### config.mk
export PLATFORM = sky130hd
export DESIGN_NAME = error_count_tree
export DESIGN_NICKNAME = d
export VERILOG_FILES = /design/src/rtl/error_count_tree.sv
export SDC_FILE = /design/constraint.sdc
export NUM_CORES = 1
export LEC_CHECK = 0
export ABC_AREA = 1
export BUFFER_PORTS_ARGS = -buffer_cell sky130_fd_sc_hd__buf_2
export CAP_MARGIN = 15
export CELL_PAD_IN_SITES_DETAIL_PLACEMENT = 0
export CELL_PAD_IN_SITES_GLOBAL_PLACEMENT = 1
export CORE_ASPECT_RATIO = 2
export CORE_MARGIN = 5
export CORE_UTILIZATION = 39
export CTS_CLUSTER_DIAMETER = 200
export CTS_CLUSTER_SIZE = 12
export DETAILED_ROUTE_END_ITERATION = 16
export PLACE_DENSITY = 0.89
export SYNTH_ARGS = -nofsm -noshare
export SYNTH_HDL_FRONTEND = slang
export SYNTH_SLANG_ARGS = --single-unit
### constraint.sdc
create_clock -name clk_i -period 1.85 [get_ports clk_i]
set_input_delay 0 -clock clk_i [delete_from_list [all_inputs] [get_ports clk_i]]
set_output_delay 0 -clock clk_i [all_outputs]
set_load 0.05 [all_outputs]
### src/rtl/error_count_tree.sv
// Pipelined read-vs-expected comparator: XOR, then a registered fan-in-2 OR tree,
// with a valid/address pipe alongside and run statistics for a RAM test controller.
module error_count_tree #(
   parameter int DATA_WIDTH  = 8,
   parameter int ADDR_WIDTH  = 10,
   parameter int COUNT_WIDTH = 16
) (
   input  logic                   clk_i,
   input  logic                   rst_n_i,
   input  logic                   clear_i,
   input  logic                   in_valid_i,
   input  logic [DATA_WIDTH-1:0]  read_i,
   input  logic [DATA_WIDTH-1:0]  expected_i,
   input  logic [ADDR_WIDTH-1:0]  addr_i,
   output logic                   out_valid_o,
   output logic                   error_o,
   output logic [ADDR_WIDTH-1:0]  out_addr_o,
   output logic [COUNT_WIDTH-1:0] fail_count_o,
   output logic                   first_fail_valid_o,
   output logic [ADDR_WIDTH-1:0]  first_fail_addr_o,
   output logic [DATA_WIDTH-1:0]  bit_fail_mask_o
);

   localparam int LATENCY = (DATA_WIDTH <= 2) ? 1 : $clog2(DATA_WIDTH);

   logic [DATA_WIDTH-1:0] diff;
   assign diff = read_i ^ expected_i;

   // Stage s consumes ceil(DW/2^(s-1)) bits and produces ceil(DW/2^s); the last stage is 1 bit.
   for (genvar s = 1; s <= LATENCY; s++) begin : g_stg
      localparam int PW = (DATA_WIDTH + (1 << (s-1)) - 1) >> (s-1);
      localparam int SW = (PW + 1) / 2;
      logic [PW-1:0] src;
      logic [SW-1:0] lvl_d;
      logic [SW-1:0] lvl_q;
      logic                  vld_q;
      logic [ADDR_WIDTH-1:0] addr_q;

      if (s == 1) begin : g_src0
         assign src = diff;
      end else begin : g_srcn
         assign src = g_stg[s-1].lvl_q;
      end

      for (genvar j = 0; j < SW; j++) begin : g_pair
         if (2*j + 1 < PW) begin : g_or
            assign lvl_d[j] = src[2*j] | src[2*j+1];
         end else begin : g_pass
            assign lvl_d[j] = src[2*j];
         end
      end

      always_ff @(posedge clk_i or negedge rst_n_i) begin
         if (!rst_n_i) lvl_q <= '0;
         else          lvl_q <= lvl_d;
      end

      if (s == 1) begin : g_tag0
         always_ff @(posedge clk_i or negedge rst_n_i) begin
            if (!rst_n_i) begin
               vld_q  <= 1'b0;
               addr_q <= '0;
            end else begin
               vld_q  <= in_valid_i;
               addr_q <= addr_i;
            end
         end
      end else begin : g_tagn
         always_ff @(posedge clk_i or negedge rst_n_i) begin
            if (!rst_n_i) begin
               vld_q  <= 1'b0;
               addr_q <= '0;
            end else begin
               vld_q  <= g_stg[s-1].vld_q;
               addr_q <= g_stg[s-1].addr_q;
            end
         end
      end
   end

   // Tree data is don't-care on invalid slots, so error is gated by the valid tag.
   logic hit;
   assign hit         = g_stg[LATENCY].vld_q & g_stg[LATENCY].lvl_q[0];
   assign out_valid_o = g_stg[LATENCY].vld_q;
   assign error_o     = hit;
   assign out_addr_o  = g_stg[LATENCY].addr_q;

   logic [COUNT_WIDTH-1:0] fail_q, fail_d;
   logic                   ffv_q;
   logic [ADDR_WIDTH-1:0]  ffa_q;
   logic [DATA_WIDTH-1:0]  mask_q;

   assign fail_d = (fail_q == {COUNT_WIDTH{1'b1}}) ? fail_q : fail_q + 1'b1;

   always_ff @(posedge clk_i or negedge rst_n_i) begin
      if (!rst_n_i) begin
         fail_q <= '0;
         ffv_q  <= 1'b0;
         ffa_q  <= '0;
         mask_q <= '0;
      end else if (clear_i) begin
         fail_q <= '0;
         ffv_q  <= 1'b0;
         ffa_q  <= '0;
         mask_q <= '0;
      end else begin
         if (hit) begin
            fail_q <= fail_d;
            if (!ffv_q) begin
               ffv_q <= 1'b1;
               ffa_q <= g_stg[LATENCY].addr_q;
            end
         end
         if (in_valid_i) mask_q <= mask_q | diff;
      end
   end

   assign fail_count_o       = fail_q;
   assign first_fail_valid_o = ffv_q;
   assign first_fail_addr_o  = ffa_q;
   assign bit_fail_mask_o    = mask_q;

endmodule

After elaboration in Yosys (flattened, before gate mapping):

Cells that the tools add are included.

* add/sub/neg operators: 1
* multiply operators: 0
* div/mod/pow operators: 0
* order comparisons: 0
* equality and inequality tests: 3
* shift operators: 0
* multiplexer cells: 10
* bitwise logic cells: 10
* reduce and logical (&&, ||, !) cells: 4

Operator list (count)
* 2-to-1 mux 16 bit: 3
* 2-to-1 mux 10 bit: 3
* adder 16 x 1 -> 16 bit, second input constant: 1
* == test 16 bit, second input constant: 1
* 2-to-1 mux 8 bit: 2
* bitwise OR 8 bit: 1
* bitwise XOR 8 bit: 1
* bitwise OR 1 bit: 7
* inequality test 2 bit, second input constant: 2
* AND reduction 2 bit: 2
* nonzero test 2 bit: 2
* 2-to-1 mux 1 bit: 2
* AND 1 bit: 1

* register bits after elaboration: 75
* latch bits: 0
* bits in writable memories: 0
* bits in read-only memories: 0
* memories: 0

Longest topological paths before layout:

* depth after elaboration: 4
* mapped depth: 9
* mapped depth without buffers: 9

Least setup slack after synthesis:

OpenSTA, ideal clock, no wires.

* path type: flip-flop to flip-flop
* start point: register fail_q[0], in the netlist fail_count_o[0]
* end point: register fail_q[2], in the netlist fail_count_o[2]
* setup time: 74 ps
* data arrival time: 1788 ps
* slack: -12 ps
* stages on the path, launching flop included: 9
* cell sequence: dfrtp_1 -> ha_1 -> nand3_1 -> nor2_2 -> nand3_2 -> nand2_4 -> buf_6 -> nand2_1 -> o21ai_2

* word-level cells in the longest chain between the ends: 4
* elaborated cells on any way between the ends: 7

RTL lines
* from (decl): line 88 `logic [COUNT_WIDTH-1:0] fail_q, fail_d;`
* from (signal assigned): line 108 `fail_q <= fail_d;`
* adder 16 x 1 -> 16 bit: line 93 `assign fail_d = (fail_q == {COUNT_WIDTH{1'b1}}) ? fail_q : fail_q + 1'b1;`
* 2-to-1 mux 16 bit: line 93
* 2-to-1 mux 16 bit: line 107 `if (hit) begin`
* 2-to-1 mux 16 bit: line 101 `end else if (clear_i) begin`

Parallel ways exist; a longest one is shown, timed or not. The select of a mux whose other input is x is not followed.
A chain may end at the register's enable or synchronous reset.

Worst setup path after layout:

* start point: register fail_q[0], in the netlist fail_count_o[0]
* end point: register fail_q[1], in the netlist fail_count_o[1]

Same word-level chain as after synthesis.

==> metrics.md <==
| Metric | Value |
|---|---|
| Worst IR drop on VDD | `just over 0.0006 V` |
| Met1 GRT Util | `18.2%` |
| Worst Hold Depth | `3` |
| Antenna violations before repair | `0` |
| ANT nets after route | `0` |
| R2R Path Start | `fail_count_o[0]` |
| Yosys reg bits | `75` |
| Root buf cell | `clkbuf_16` |
| Largest net degree at the start of global routing | `60` |
| Post-synthesis cell count | `around 290` |
| Hpwl dp | `4.35 mm` |
| Unrepaired setup endpoints after global routing | `no` |
| Leak | `about 2 nW` |
| Min-Delay Path Class | `primary input to register` |
| Worst EP arrival | `1.87 ns` |
| Placed insts | `462` |
| Met2 usage | `23.4%` |
| Post-synth top area share | `63.4%` |
| F_max | `597 MHz` |
| Die area | `0.00954 mm2` |
| Core area | `0.00749 mm2` |
| CTS sink cnt | `75` |
| Final Cycle Share | `90.5%` |
| I/O Buffers | `76` |
| Iter 0 DRT Violations | `142` |
| Pwr dens | `1030 mW/mm2` |
| Final #Nets | `438` |
| # diodes | `0` |
| Initial core utilization | `39.5%` |
| Final Slew Violations | `0` |
| R2R cell count | `7` |
| RePlAce Congestion | `0.801` |
| DRC Markers | `0` |
| Non-filler instance count after layout | `505` |
| Clock Skew | `0.00573 ns` |
| Vias | `2327` |
| CP cell instances | `ha_1, nand3_1, nor2_4, nand3_2, nand2_4, buf_4, o21ai_0` |
| Vias in the first global route | `2438` |
| Slowest cell on crit path | `dfrtp_2` |
| Die Ht | `roughly 130 um` |
| Drt pass-1 iters | `4` |
| Area grow syn2layout | `38.9%` |
| Total track usage | `14.6%` |
| Critical Path End Type | `register` |
| Leading area contributor after synthesis | `dfrtp_1` |
| Max-Cap Viols | `0` |
| Avg Inst Size Synth | `a little over 10 um2` |
| Max transition margin | `a little over half` |
| Clock Latency Late Sink | `0.32 ns` |
| Final Hold Viols | `0` |
| GRT busiest layer | `met2` |
| Wire length per cell | `12.5 um` |
| Seq/Total Area, Yosys | `63.4%` |
| Hold WS | `roughly 0.067 ns` |
| CTS max path bufs | `2` |
| HP Start | `expected_i[3]` |
| Endpoint of the worst hold path | `g_stg[1].lvl_q[1]` |
| Via-per-instance ratio | `4.61` |
| Fillcell total | `~670` |
| # setup viols final | `0` |
| CTS clk-pin slew, worst paths | `0.06 ns` |
| Area contributors post-synth | `dfrtp_1 (63%), nand2_1 (7.4%), nand3_1 (4.2%)` |
| Area used by multi-input combinational logic | `907 um2` |
| Sequential cell area | `0.00188 mm2` |
| Crit path max fanout | `10` |
| Number of buffers created by CTS | `9` |
| Met3 GRT Util | `4.98%` |
| First-pass GRT wire length | `11.1 mm` |
| Commonest cells after routing, fill and taps aside | `buf_2 (75), dfrtp_1 (73), nand2_1 (58)` |
| Reg2Reg Capture Point | `fail_count_o[1]` |
| WS Path Type | `register to register` |
| Post-Syn Area | `0.00296 mm2` |
| Period minus WS final | `between 1.5 and 2 ns` |
| Layout cells sized above 1 | `31.1%` |
| CTS tree | `built` |
| Max incr delay on CP | `~0.40 ns` |
| Syn Nets | `between 300 and 400` |
| GR Overflow Total | `0` |
| Setup Buffers After CTS | `0` |
| Worst EP required | `2.05 ns` |
| Status | `completed` |
| WL final | `around 6.3 mm` |
| R2R setup slack | `0.18 ns` |
| Synth cell types | `25` |
| Yosys warning count | `0` |
| Setup TNS | `0 ns` |
| IO Count | `77` |
| CTS H-tree depth | `3` |
| Worst-margin pin slew | `just over 0.7 ns` |
| Most common cell after layout, fill and taps aside | `buf_2` |
| CP startpoint kind | `register` |
| Cell Rows | `45` |
| Die width | `71.6 um` |
layer usage:
metal	wire, um	share of wire (%)
met3	568	9.0
met2	3120	49
met5	0	0
met1	2540	40
met4	110	1.7
cell usage after synthesis:
library cell,instances
nand2_1,58
o21bai_1,3
inv_2,3
a21oi_1,12
buf_6,1
nand3_2,1
buf_8,1
buf_1,1
o21ai_0,16
nand4_1,2
clkbuf_1,5
nand2_4,1
nor2_4,1
nor2_1,20
inv_1,32
a31oi_1,1
xor2_1,11
or2_2,9
nor2_2,2
dfrtp_1,75
nand3_1,25
nand3b_1,1
ha_1,1
o21ai_2,9
nand2_2,1
registers in the layout, indices dropped and copies added (netlist names):
| register | flops |
|---|---|
| first_fail_addr_o | 10 |
| out_valid_o | 1 |
| g_stg.vld_q | 2 |
| out_addr_o | 10 |
| g_stg.lvl_q | 7 |
| bit_fail_mask_o | 8 |
| first_fail_valid_o | 1 |
| g_stg.addr_q | 20 |
| fail_count_o | 16 |
cell families after synthesis:
family / synth area share [%]
simple gates: 18.4
flops: 63.4
buf+inv: 6.09
compound gates: 8.37
xor+xnor: 3.26
fa+ha+maj: 0.423
power breakdown:
group | switching (mW) | leakage (nW) | internal (mW)
clock | 0.626 | 0.166 | 1.31
combinational | 0.358 | 0.961 | 0.168
sequential | 0.0440 | 0.918 | 1.73
worst max-delay path, delay by kind of cell (launching register included):
family / cells / cell delay, ns
flip-flops: 1 / 0.40
buffers and inverters: 1 / 0.19
adder cells (fa/ha/maj): 1 / 0.21
AND/OR/NAND/NOR: 4 / 0.66
AO/OA/AOI/OAI: 1 / 0.09
cell type report:
class	count	share of cell area [%]
Multi-Input combinational cell	174	22.1
Inverter	35	3.20
Clock inverter	6	2.74
Tap cell	94	2.86
Timing Repair Buffer	112	17.9
Sequential cell	75	45.7
Clock buffer	9	5.48
worst max path at each step:
stage               startpoint              end  slack [ns]  depth (start not counted)
6_report       fail_count_o[0]  fail_count_o[1]        0.18                          7
5_1_grt        fail_count_o[0]  fail_count_o[0]        0.01                          8
4_1_cts        fail_count_o[0]  fail_count_o[1]        0.16                          8
3_5_place_dp   fail_count_o[0]  fail_count_o[1]        0.16                          7
3_3_place_gp   fail_count_o[0]  fail_count_o[1]        0.24                          7
2_1_floorplan  fail_count_o[2]  fail_count_o[2]        0.16                          7
per-stage QoR:
| stage | total power [mW] | cell area, um2 | setup WS [ns] | util (%) |
|---|---|---|---|---|
| final | 4.24 | 4110 | 0.176 | 54.9 |
| after detailed placement | 2.27 | 3490 | 0.164 | 46.5 |
| after floorplan | 2.11 | 2960 | 0.156 | - |
| after CTS | 4.28 | 4100 | 0.158 | 54.8 |
| after global routing | 4.42 | 4110 | 0.00966 | 54.9 |
| after global placement | 2.26 | 3490 | 0.235 | 46.5 |
what timing repair did:
| item | in CTS | in global routing |
|---|---|---|
| endpoints found under the hold margin | 76 | 0 |
| setup endpoints to repair | 0 | 1 |
| gates resized for setup | 0 | 1 |
| hold buffers | 28 | 0 |
No activity file was read; power rests on OpenSTA's default activity.
